--- src/rtl/int_seq.sv ---
// ---------------------------------------------------------------------------
// int_seq -- interrupter sequencer for the DRSSTC controller.
//
// Sits in front of the interrupter generator and owns its freq_par / pw_par
// inputs. The pulse-width code is soft-started toward the operator target at
// one LSB per ramp tick and is clamped to PW_MAX. A fault mutes the
// interrupter (pw_par = 0) on the next edge and holds it in LOCK for at least
// LOCK_CYC clocks. The operator must then drop en before the block re-arms.
//
// Optional feature (compile-time macro INT_SEQ_RAMP_DOWN_EN):
//   defined   - dropping en ramps pw_par down to 0 at one step per tick
//               (DOWN state), then returns to IDLE.
//   undefined - dropping en forces pw_par = 0 on the next edge and returns
//               to IDLE.
//   Fault handling is the same in both builds.
//
// Ports:
//   clk        in   system clock
//   rst_n      in   asynchronous active-low reset
//   en         in   operator enable (level, already synchronised)
//   fault      in   overcurrent/fault (level, already synchronised)
//   freq_tgt   in   [W]  requested frequency code
//   pw_tgt     in   [W]  requested pulse-width code
//   freq_par   out  [W]  frequency code to the generator (registered)
//   pw_par     out  [W]  pulse-width code to the generator (registered)
//   running    out  high while in RUN
//   locked     out  high while in LOCK
//   dbg_state  out  [3]  current FSM state encoding (IDLE=0, RAMP=1, RUN=2,
//                        LOCK=3, DOWN=4 when the ramp-down build is used)
//
// There is no valid/ready handshake on this block: all inputs are levels
// sampled every clock, all outputs are registered levels.
// ---------------------------------------------------------------------------
module int_seq #(
  parameter int  CLK_MHZ      = 100,
  parameter int  PAR_MAX_VAL  = 255,
  parameter int  PW_MAX       = 200,
  parameter int  RAMP_STEP_US = 100,
  parameter int  LOCK_US      = 10_000,
  localparam int W            = $clog2(PAR_MAX_VAL + 1)
) (
  input  logic         clk,
  input  logic         rst_n,
  input  logic         en,
  input  logic         fault,
  input  logic [W-1:0] freq_tgt,
  input  logic [W-1:0] pw_tgt,
  output logic [W-1:0] freq_par,
  output logic [W-1:0] pw_par,
  output logic         running,
  output logic         locked,
  output logic [2:0]   dbg_state
);

  // -------------------------------------------------------------------------
  // Derived timing constants. Both dividers are forced to at least one clock
  // so a degenerate parameter set still produces a working tick / lockout.
  // -------------------------------------------------------------------------
  localparam int RAMP_DIV = (CLK_MHZ * RAMP_STEP_US < 1) ? 1 : CLK_MHZ * RAMP_STEP_US;
  localparam int LOCK_CYC = (CLK_MHZ * LOCK_US < 1) ? 1 : CLK_MHZ * LOCK_US;

  // +1 keeps the widths at least one bit when a divider is 1.
  localparam int DIV_W  = $clog2(RAMP_DIV + 1);
  localparam int LOCK_W = $clog2(LOCK_CYC + 1);

  localparam logic [DIV_W-1:0]  DIV_LAST  = DIV_W'(RAMP_DIV - 1);
  localparam logic [DIV_W-1:0]  DIV_ONE   = DIV_W'(1);
  localparam logic [LOCK_W-1:0] LOCK_LAST = LOCK_W'(LOCK_CYC - 1);
  localparam logic [LOCK_W-1:0] LOCK_ONE  = LOCK_W'(1);
  localparam logic [W-1:0]      PW_CLAMP  = W'(PW_MAX);
  localparam logic [W-1:0]      PW_ONE    = W'(1);

  // -------------------------------------------------------------------------
  // State encoding. DOWN only exists in the ramp-down build.
  // -------------------------------------------------------------------------
  typedef enum logic [2:0] {
    S_IDLE = 3'd0,
    S_RAMP = 3'd1,
    S_RUN  = 3'd2,
`ifdef INT_SEQ_RAMP_DOWN_EN
    S_LOCK = 3'd3,
    S_DOWN = 3'd4
`else
    S_LOCK = 3'd3
`endif
  } state_t;

  // -------------------------------------------------------------------------
  // Registers
  // -------------------------------------------------------------------------
  state_t             r_state;
  logic [W-1:0]       r_freq;
  logic [W-1:0]       r_pw;
  logic               r_running;
  logic               r_locked;
  logic [DIV_W-1:0]   r_div;
  logic [LOCK_W-1:0]  r_lock_cnt;

  // -------------------------------------------------------------------------
  // Combinational helpers
  // -------------------------------------------------------------------------
  logic [W-1:0]       w_eff;       // clamped pulse-width target
  logic               w_tick;      // ramp divider terminal count
  logic               w_at_tgt;    // pw_par already equals the target
  logic [W-1:0]       w_pw_step;   // pw_par moved one LSB toward w_eff
  logic               w_pw_zero;
  logic               w_lock_done;
  logic               w_stepping;  // a state in which the ramp divider runs

  assign w_eff       = (pw_tgt > PW_CLAMP) ? PW_CLAMP : pw_tgt;
  assign w_tick      = (r_div == DIV_LAST);
  assign w_at_tgt    = (r_pw == w_eff);
  assign w_pw_zero   = (r_pw == '0);
  assign w_lock_done = (r_lock_cnt == '0);

  // Only consumed when r_pw != w_eff, so the +/-1 can never wrap: moving up
  // stays <= w_eff, moving down stays >= w_eff >= 0.
  assign w_pw_step   = (r_pw < w_eff) ? (r_pw + PW_ONE) : (r_pw - PW_ONE);

`ifdef INT_SEQ_RAMP_DOWN_EN
  assign w_stepping  = (r_state == S_RAMP) || (r_state == S_DOWN);
`else
  assign w_stepping  = (r_state == S_RAMP);
`endif

  // -------------------------------------------------------------------------
  // Sequencer FSM. Fault is evaluated ahead of every state so the generator
  // is muted on the first edge that sees fault, whatever the FSM was doing.
  // running/locked are registered alongside the state so they change on the
  // same edge the state does.
  // -------------------------------------------------------------------------
  always_ff @(posedge clk or negedge rst_n) begin
    if (!rst_n) begin
      r_state    <= S_IDLE;
      r_freq     <= '0;
      r_pw       <= '0;
      r_running  <= 1'b0;
      r_locked   <= 1'b0;
      r_div      <= '0;
      r_lock_cnt <= '0;
    end else begin
      // Frequency code follows the request except while locked out, so the
      // generator restarts on the last frequency it was given.
      if (r_state != S_LOCK) begin
        r_freq <= freq_tgt;
      end

      // Ramp divider free-runs 0..RAMP_DIV-1 while stepping; every entry to
      // RAMP/DOWN below overrides this with a clear.
      if (w_stepping) begin
        r_div <= w_tick ? '0 : (r_div + DIV_ONE);
      end

      if (fault) begin
        r_state    <= S_LOCK;
        r_pw       <= '0;
        r_running  <= 1'b0;
        r_locked   <= 1'b1;
        // Reloaded on every fault cycle, so the minimum lockout is measured
        // from the last cycle fault was seen.
        r_lock_cnt <= LOCK_LAST;
      end else begin
        case (r_state)
          S_IDLE: begin
            r_pw <= '0;
            if (en) begin
              r_state <= S_RAMP;
              r_div   <= '0;
            end
          end

          S_RAMP: begin
            if (!en) begin
`ifdef INT_SEQ_RAMP_DOWN_EN
              r_state <= S_DOWN;
              r_div   <= '0;
`else
              r_state <= S_IDLE;
              r_pw    <= '0;
`endif
            end else if (w_at_tgt) begin
              // Covers a zero target too: RUN with pw_par = 0.
              r_state   <= S_RUN;
              r_running <= 1'b1;
            end else if (w_tick) begin
              // w_eff is sampled on the tick cycle itself, so a target change
              // coinciding with a tick steps toward the new value.
              r_pw <= w_pw_step;
            end
          end

          S_RUN: begin
            if (!en) begin
              r_running <= 1'b0;
`ifdef INT_SEQ_RAMP_DOWN_EN
              r_state   <= S_DOWN;
              r_div     <= '0;
`else
              r_state   <= S_IDLE;
              r_pw      <= '0;
`endif
            end else if (!w_at_tgt) begin
              r_state   <= S_RAMP;
              r_running <= 1'b0;
              r_div     <= '0;
            end
          end

`ifdef INT_SEQ_RAMP_DOWN_EN
          S_DOWN: begin
            if (en) begin
              r_state <= S_RAMP;
              r_div   <= '0;
            end else if (w_pw_zero) begin
              r_state <= S_IDLE;
            end else if (w_tick) begin
              r_pw <= r_pw - PW_ONE;
            end
          end
`endif

          S_LOCK: begin
            r_pw <= '0;
            if (!w_lock_done) begin
              r_lock_cnt <= r_lock_cnt - LOCK_ONE;
            end else if (!en) begin
              // Re-arm only after the operator has released en.
              r_state  <= S_IDLE;
              r_locked <= 1'b0;
            end
          end

          default: begin
            r_state   <= S_IDLE;
            r_pw      <= '0;
            r_running <= 1'b0;
            r_locked  <= 1'b0;
          end
        endcase
      end
    end
  end

  // -------------------------------------------------------------------------
  // Outputs
  // -------------------------------------------------------------------------
  assign freq_par  = r_freq;
  assign pw_par    = r_pw;
  assign running   = r_running;
  assign locked    = r_locked;
  assign dbg_state = r_state;

  // The zero flag is only needed by the ramp-down path.
  logic w_unused;
  assign w_unused = w_pw_zero;

endmodule

--- config.mk ---
export PLATFORM = sky130hd
export DESIGN_NAME = int_seq
export DESIGN_NICKNAME = d
export VERILOG_FILES = /design/src/rtl/int_seq.sv
export SDC_FILE = /design/constraint.sdc
export NUM_CORES = 1
export LEC_CHECK = 0
export ABC_AREA = 1
export ABC_CLOCK_PERIOD_IN_PS = 3000
export CELL_PAD_IN_SITES_DETAIL_PLACEMENT = 0
export CELL_PAD_IN_SITES_GLOBAL_PLACEMENT = 2
export CORE_ASPECT_RATIO = 1.5
export CORE_MARGIN = 4
export CORE_UTILIZATION = 33
export DETAILED_ROUTE_END_ITERATION = 12
export MAX_ROUTING_LAYER = met4
export PLACE_DENSITY_LB_ADDON = 0.1
export REMOVE_ABC_BUFFERS = 1
export SYNTH_ARGS = -nofsm -noshare
export SYNTH_HDL_FRONTEND = slang
export SYNTH_SLANG_ARGS = --single-unit
--- constraint.sdc ---
create_clock -name clk -period 3 [get_ports clk]
set_input_delay 0.45 -clock clk [delete_from_list [all_inputs] [get_ports clk]]
set_output_delay 0.45 -clock clk [all_outputs]
set_load 0.1 [all_outputs]
Yosys cells after proc, flatten, opt, wreduce, memory -nomap -nowiden
Index checks and enable logic that the tools add are counted.
{"block": "totals", "ff_bits": 55, "elab_cells": 79}
{"block": "op_classes", "eq_ne": 19, "reduce_logical": 10, "mux": 37, "n_addsub": 4, "magnitude_cmp": 2}
{"cell": "$mux W14", "n": 6}
{"cell": "$mux W20", "n": 3}
{"cell": "$mux W8", "n": 7}
{"cell": "$pmux W14 S2", "n": 1}
{"cell": "$mux W3", "n": 8}
{"cell": "$logic_not A20 Y1", "n": 1}
{"cell": "$sub A20 B1 Y20 const B", "n": 1}
{"cell": "$ne A3 B3 Y1 const B", "n": 6}
{"cell": "$ne A4 B4 Y1 const B", "n": 4}
{"cell": "$pmux W8 S2", "n": 1}
{"cell": "$add A14 B1 Y14 const B", "n": 1}
{"cell": "$eq A14 B14 Y1 const B", "n": 1}
{"cell": "$pmux W3 S4", "n": 1}
{"cell": "$add A8 B1 Y8 const B", "n": 1}
{"cell": "$eq A8 B8 Y1", "n": 1}
{"cell": "$gt A8 B8 Y1 const B", "n": 1}
{"cell": "$lt A8 B8 Y1", "n": 1}
{"cell": "$mux W1", "n": 8}
{"cell": "$sub A8 B1 Y8 const B", "n": 1}
{"cell": "$eq A3 B2 Y1 const B", "n": 2}
{"cell": "$reduce_and A3 Y1", "n": 2}
{"cell": "$reduce_and A5 Y1", "n": 1}
{"cell": "$ne A2 B1 Y1 const B", "n": 2}
{"cell": "$reduce_and A4 Y1", "n": 1}
{"cell": "other kinds (10)", "n": 10}

Depth between registers and ports, before layout
{"block": "logic_depth", "depth_word": 9, "depth_mapped": 22, "depth_no_buf": 22}

Worst setup path after synthesis
OpenSTA, ideal clock, no wires.
{"block": "synth_timing", "path_type": "input to register", "startpoint": "in pw_tgt[4]", "endpoint": "reg r_pw[5], in the netlist pw_par[5]", "stages": 16, "required_ps": 2879, "arrival_time_ps": 3054, "n_path_buf": 0, "setup_slack_ps": -175, "setup_ps": 121, "path_cell_list": "or2_2 -> o21ai_0 -> nand2_1 -> ha_1 -> a21oi_1 -> nor2_1 -> nor2_1 -> nand2_1 -> ha_1 -> nand3_1 -> nand3_1 -> nand2_1 -> o21bai_1 -> or2_2 -> nand3_1 -> nand2_1"}
{"block": "synth_via", "elab_chain_len": 9, "word_cells_on_any_way": 12, "classes_between": "order compare (2); eq/ne (2); mux (7); reduce/logical (1)"}
{"item": "start, declared", "line": "47", "rtl": "input logic [W-1:0] pw_tgt,"}
{"item": "$gt A8 B8 Y1", "line": "110", "rtl": "assign w_eff = (pw_tgt > PW_CLAMP) ? PW_CLAMP : pw_tgt;"}
{"item": "$mux W8 *", "line": "110"}
{"item": "$lt A8 B8 Y1", "line": "118", "rtl": "assign w_pw_step = (r_pw < w_eff) ? (r_pw + PW_ONE) : (r_pw - PW_ONE);"}
{"item": "$mux W8", "line": "118"}
{"item": "$mux W8", "line": "185", "rtl": "end else if (w_tick) begin"}
{"item": "$mux W8", "line": "181", "rtl": "end else if (w_at_tgt) begin"}
{"item": "$mux W8", "line": "173", "rtl": "if (!en) begin"}
{"item": "$pmux W8 S2", "line": "163", "rtl": "case (r_state)"}
{"item": "$mux W8", "line": "154", "rtl": "if (fault) begin"}
{"item": "end signal, assigned", "line": "188", "rtl": "r_pw <= w_pw_step;"}
{"item": "end, declared", "line": "93", "rtl": "logic [W-1:0] r_pw;"}
Every way passes the cells marked *; elsewhere a longest branch is shown, timed or not. The select of a mux whose other input is x is not followed.
A chain may end at the register's enable or synchronous reset.

Final worst setup path
{"block": "layout_timing", "startpoint": "in pw_tgt[7]", "endpoint": "reg r_pw[5], in the netlist pw_par[5]"}
Same word-level chain as after synthesis.

==> flow_summary.yaml <==
status:
  status: "completed"
synth:
  synth_cells: 502
  yosysWarnings: 0
  synthArstFlopShare: 1.000
  syn-mean-instance-area_um2: 7.320
  ys_types: 41
  yosys.area.top_type: "dfrtp_1"
  ys.flop_type: "dfrtp_1"
  ys_top_cells_by_area: "dfrtp_1 37%, nand2_1 13%, ha_1 6.8%"
  synth_edf_count: 0
  synth_common_cells: "131 x nand2_1, 59 x inv_1, 57 x nor2_1, 54 x dfrtp_1, 47 x nand3_1"
  synth_top_area_frac: 0.3677
  syn-cell-area_mm2: 0.003675
  yosysMostFrequentCell: "nand2_1"
  synth_seq_cells: 54
  ys_seq_area_frac: 0.3677
cts:
  cts_tree: "yes"
  cts_sinks: 54
  clk_path_buf_depth: 2
  cts-root-buf: "clkbuf_16"
  clk_latency_ns: 0.29
  path_clk_slew_ns: 0.07
  hold_buffers: 0
  cts_made_buffers: 5
  htree_levels: 2
route:
  route.detailed.drc: 0
  wirelength_um: 10340
  drtIter0Drc: 103
  dr_wl_met2_um: 5753
  highest_layer: "met4"
  wl_per_cell_um: 14.52
  wirelength_met1_um: 4176
  met3_length_um: 263
  vias: 3449
  drt.antenna.violating_nets: 0
  via_per_inst: 4.844
  drtPass1Iterations: 5
placed_design:
  detailed_place_hpwl_um: 7722
  preCtsSetupSlack_ns: -0.6833
  io_buffers: 39
  place_inst: 700
  gp_congestion: 0.8644
finish:
  num_antenna_cells: 0
  instances_no_fill: 712
  drive_above_1_share: 0.1937
  nets: 608
  syn_to_final_growth_pct: 26.46
global_route:
  grt_pass1_vias: 3465
  grt_pass1_wl_um: 16730
  grt-ovfl-total: 0
  antenna_found_initial: 0
  track_usage: 0.1691
  grt_max_degree: 37
worst_setup_path:
  cp-end-kind: "flip-flop"
  critPathLaunchType: "input pin"
  critPathCapture: "pw_par[5]"
  critical_path_class: "in2reg"
  rr_worst_depth: 13
  startpoint: "pw_tgt[7]"
  regToRegSetupSlack_ns: 0.67
  path_max_fanout: 7
  required_ns: 3.24
  worstPathArrival_ns: 3.08
  r2r-end: "pw_par[5]"
  crit-reg2reg-launch: "pw_par[5]"
power_and_ir_drop:
  power_density_mw_per_mm2: 696.4
  leakage_uw: 0.002220
  vdd_drop_max_mv: 0.4988
  total_power_uw: 3236
floorplan:
  core_area_mm2: 0.01076
  die_x_um: 94.16
  initial_utilization: 0.3414
  io_pins: 41
  die_y_um: 137.2
  rows: 46
  dieArea_mm2: 0.01292
flow_run:
  drv_cap: 0
hold_path:
  min_path_type: "in2async"
timing:
  hold_viol: 0
  fin_tns_setup_ns: 0
  finalCritPeriodShare: 0.9465
  setup_violations: 0
  max_freq_mhz: 352.2
  finClkSkew_ns: 0.003963
  min_period_ns: 2.839
  worst_hold_slack_ns: 0.2875
  worst_slack_ns: 0.1606
  slew_violations: 0
  worstMarginPinSlew_ns: 0.9148
  relSlewSlack: 0.3902
cells in the final DEF, fill, tap and decap left out, types with 6 or more instances in the layout:
master             n
ha_1              14
a21oi_1           18
o21ai_1            8
nand2_2           10
ha_4               6
nand3_1           43
nand4_1           15
nand2_1          125
inv_1             55
nor3_1             6
dfrtp_1           54
o21ai_0           20
clkdlybuf4s50_1   12
nand3_2            7
buf_4             45
inv_2              6
nand3b_1           6
nor2_1            56
flip-flops by register name, indices dropped and copies added (netlist names):
register    cells
running         1
dbg_state       2
r_lock_cnt     20
pw_par          8
locked          1
r_div          14
freq_par        8
final cells by class:
type / instances / area [um2]
flip-flops and latches: 54 / 1351
fillers: 1113 / 6116
inverters: 63 / 239.0
clock buffers: 7 / 132.6
well taps: 144 / 180.2
clock inverters: 1 / 30.03
multi-input cells: 377 / 2172
repair buffers: 66 / 541.8
power by group:
group | internal [uW] | leakage (uW) | total (uW) | switching, uW
Clock | 396 | 0.0000781 | 673 | 276
Sequential | 869 | 0.000666 | 999 | 131
Combinational | 371 | 0.00148 | 1560 | 1190
Total | 1640 | 0.00222 | 3240 | 1600
cell families (layout without fill, tap and decap cells):
group           after synthesis  after routing  share of synthesized area
simple gates                295            295                     0.3810
buf+inv                      71            137                    0.08035
compound gates               57             57                    0.08921
xor+xnor                      3              3                   0.007151
other cells                   1              1                   0.001020
fa+ha+maj                    21             21                    0.07354
flops                        54             54                     0.3677
how the worst min path moves through the flow:
| stage | slack, ns | depth (start not counted) | to | startpoint |
|---|---|---|---|---|
| floorplan | 0.15 | 0 | dbg_state[0] | rst_n |
| global placement | 0.46 | 2 | freq_par[5] | freq_par[5] |
| detailed placement | 0.47 | 2 | freq_par[6] | freq_par[6] |
| CTS | 0.34 | 1 | r_lock_cnt[13] | rst_n |
| global route | 0.37 | 1 | r_div[0] | rst_n |
| finish | 0.29 | 1 | r_div[12] | rst_n |
timing repair:
item                                    4_1_cts  5_1_grt
endpoints found under the setup margin        5        5
pin swaps                                    12       16
resized for setup                            25       12
setup buffers                                 1        3
critical path: stages:
cell and delay, ns:
clkdlybuf4s50_1 0.48, nand2_1 0.06, inv_1 0.05, o21ai_1 0.05
buf_4 0.15, inv_2 0.05, nor2_1 0.03, ha_1 0.31
a21oi_1 0.18, nand2_2 0.10, nand2_4 0.10, nand2_8 0.09
ha_4 0.31, nand3_2 0.08, nand3_2 0.09, nand2_2 0.07
o21bai_1 0.17, or2_4 0.15, nand3_2 0.05, nand2_1 0.06
per-layer routing:
layer	track usage	vias up
met3	0.02678	11
met2	0.3136	42
met4	0.05141	0
met5	-	-
li1	-	1770
met1	0.1834	1626
through the flow:
stage                       util  instance area (um2)
after floorplan                -                 3618
after global placement    0.4001                 4307
after detailed placement  0.4001                 4307
after CTS                 0.4266                 4592
after global routing      0.4318                 4647
final                     0.4318                 4647
No activity file was read; power rests on OpenSTA's default activity.
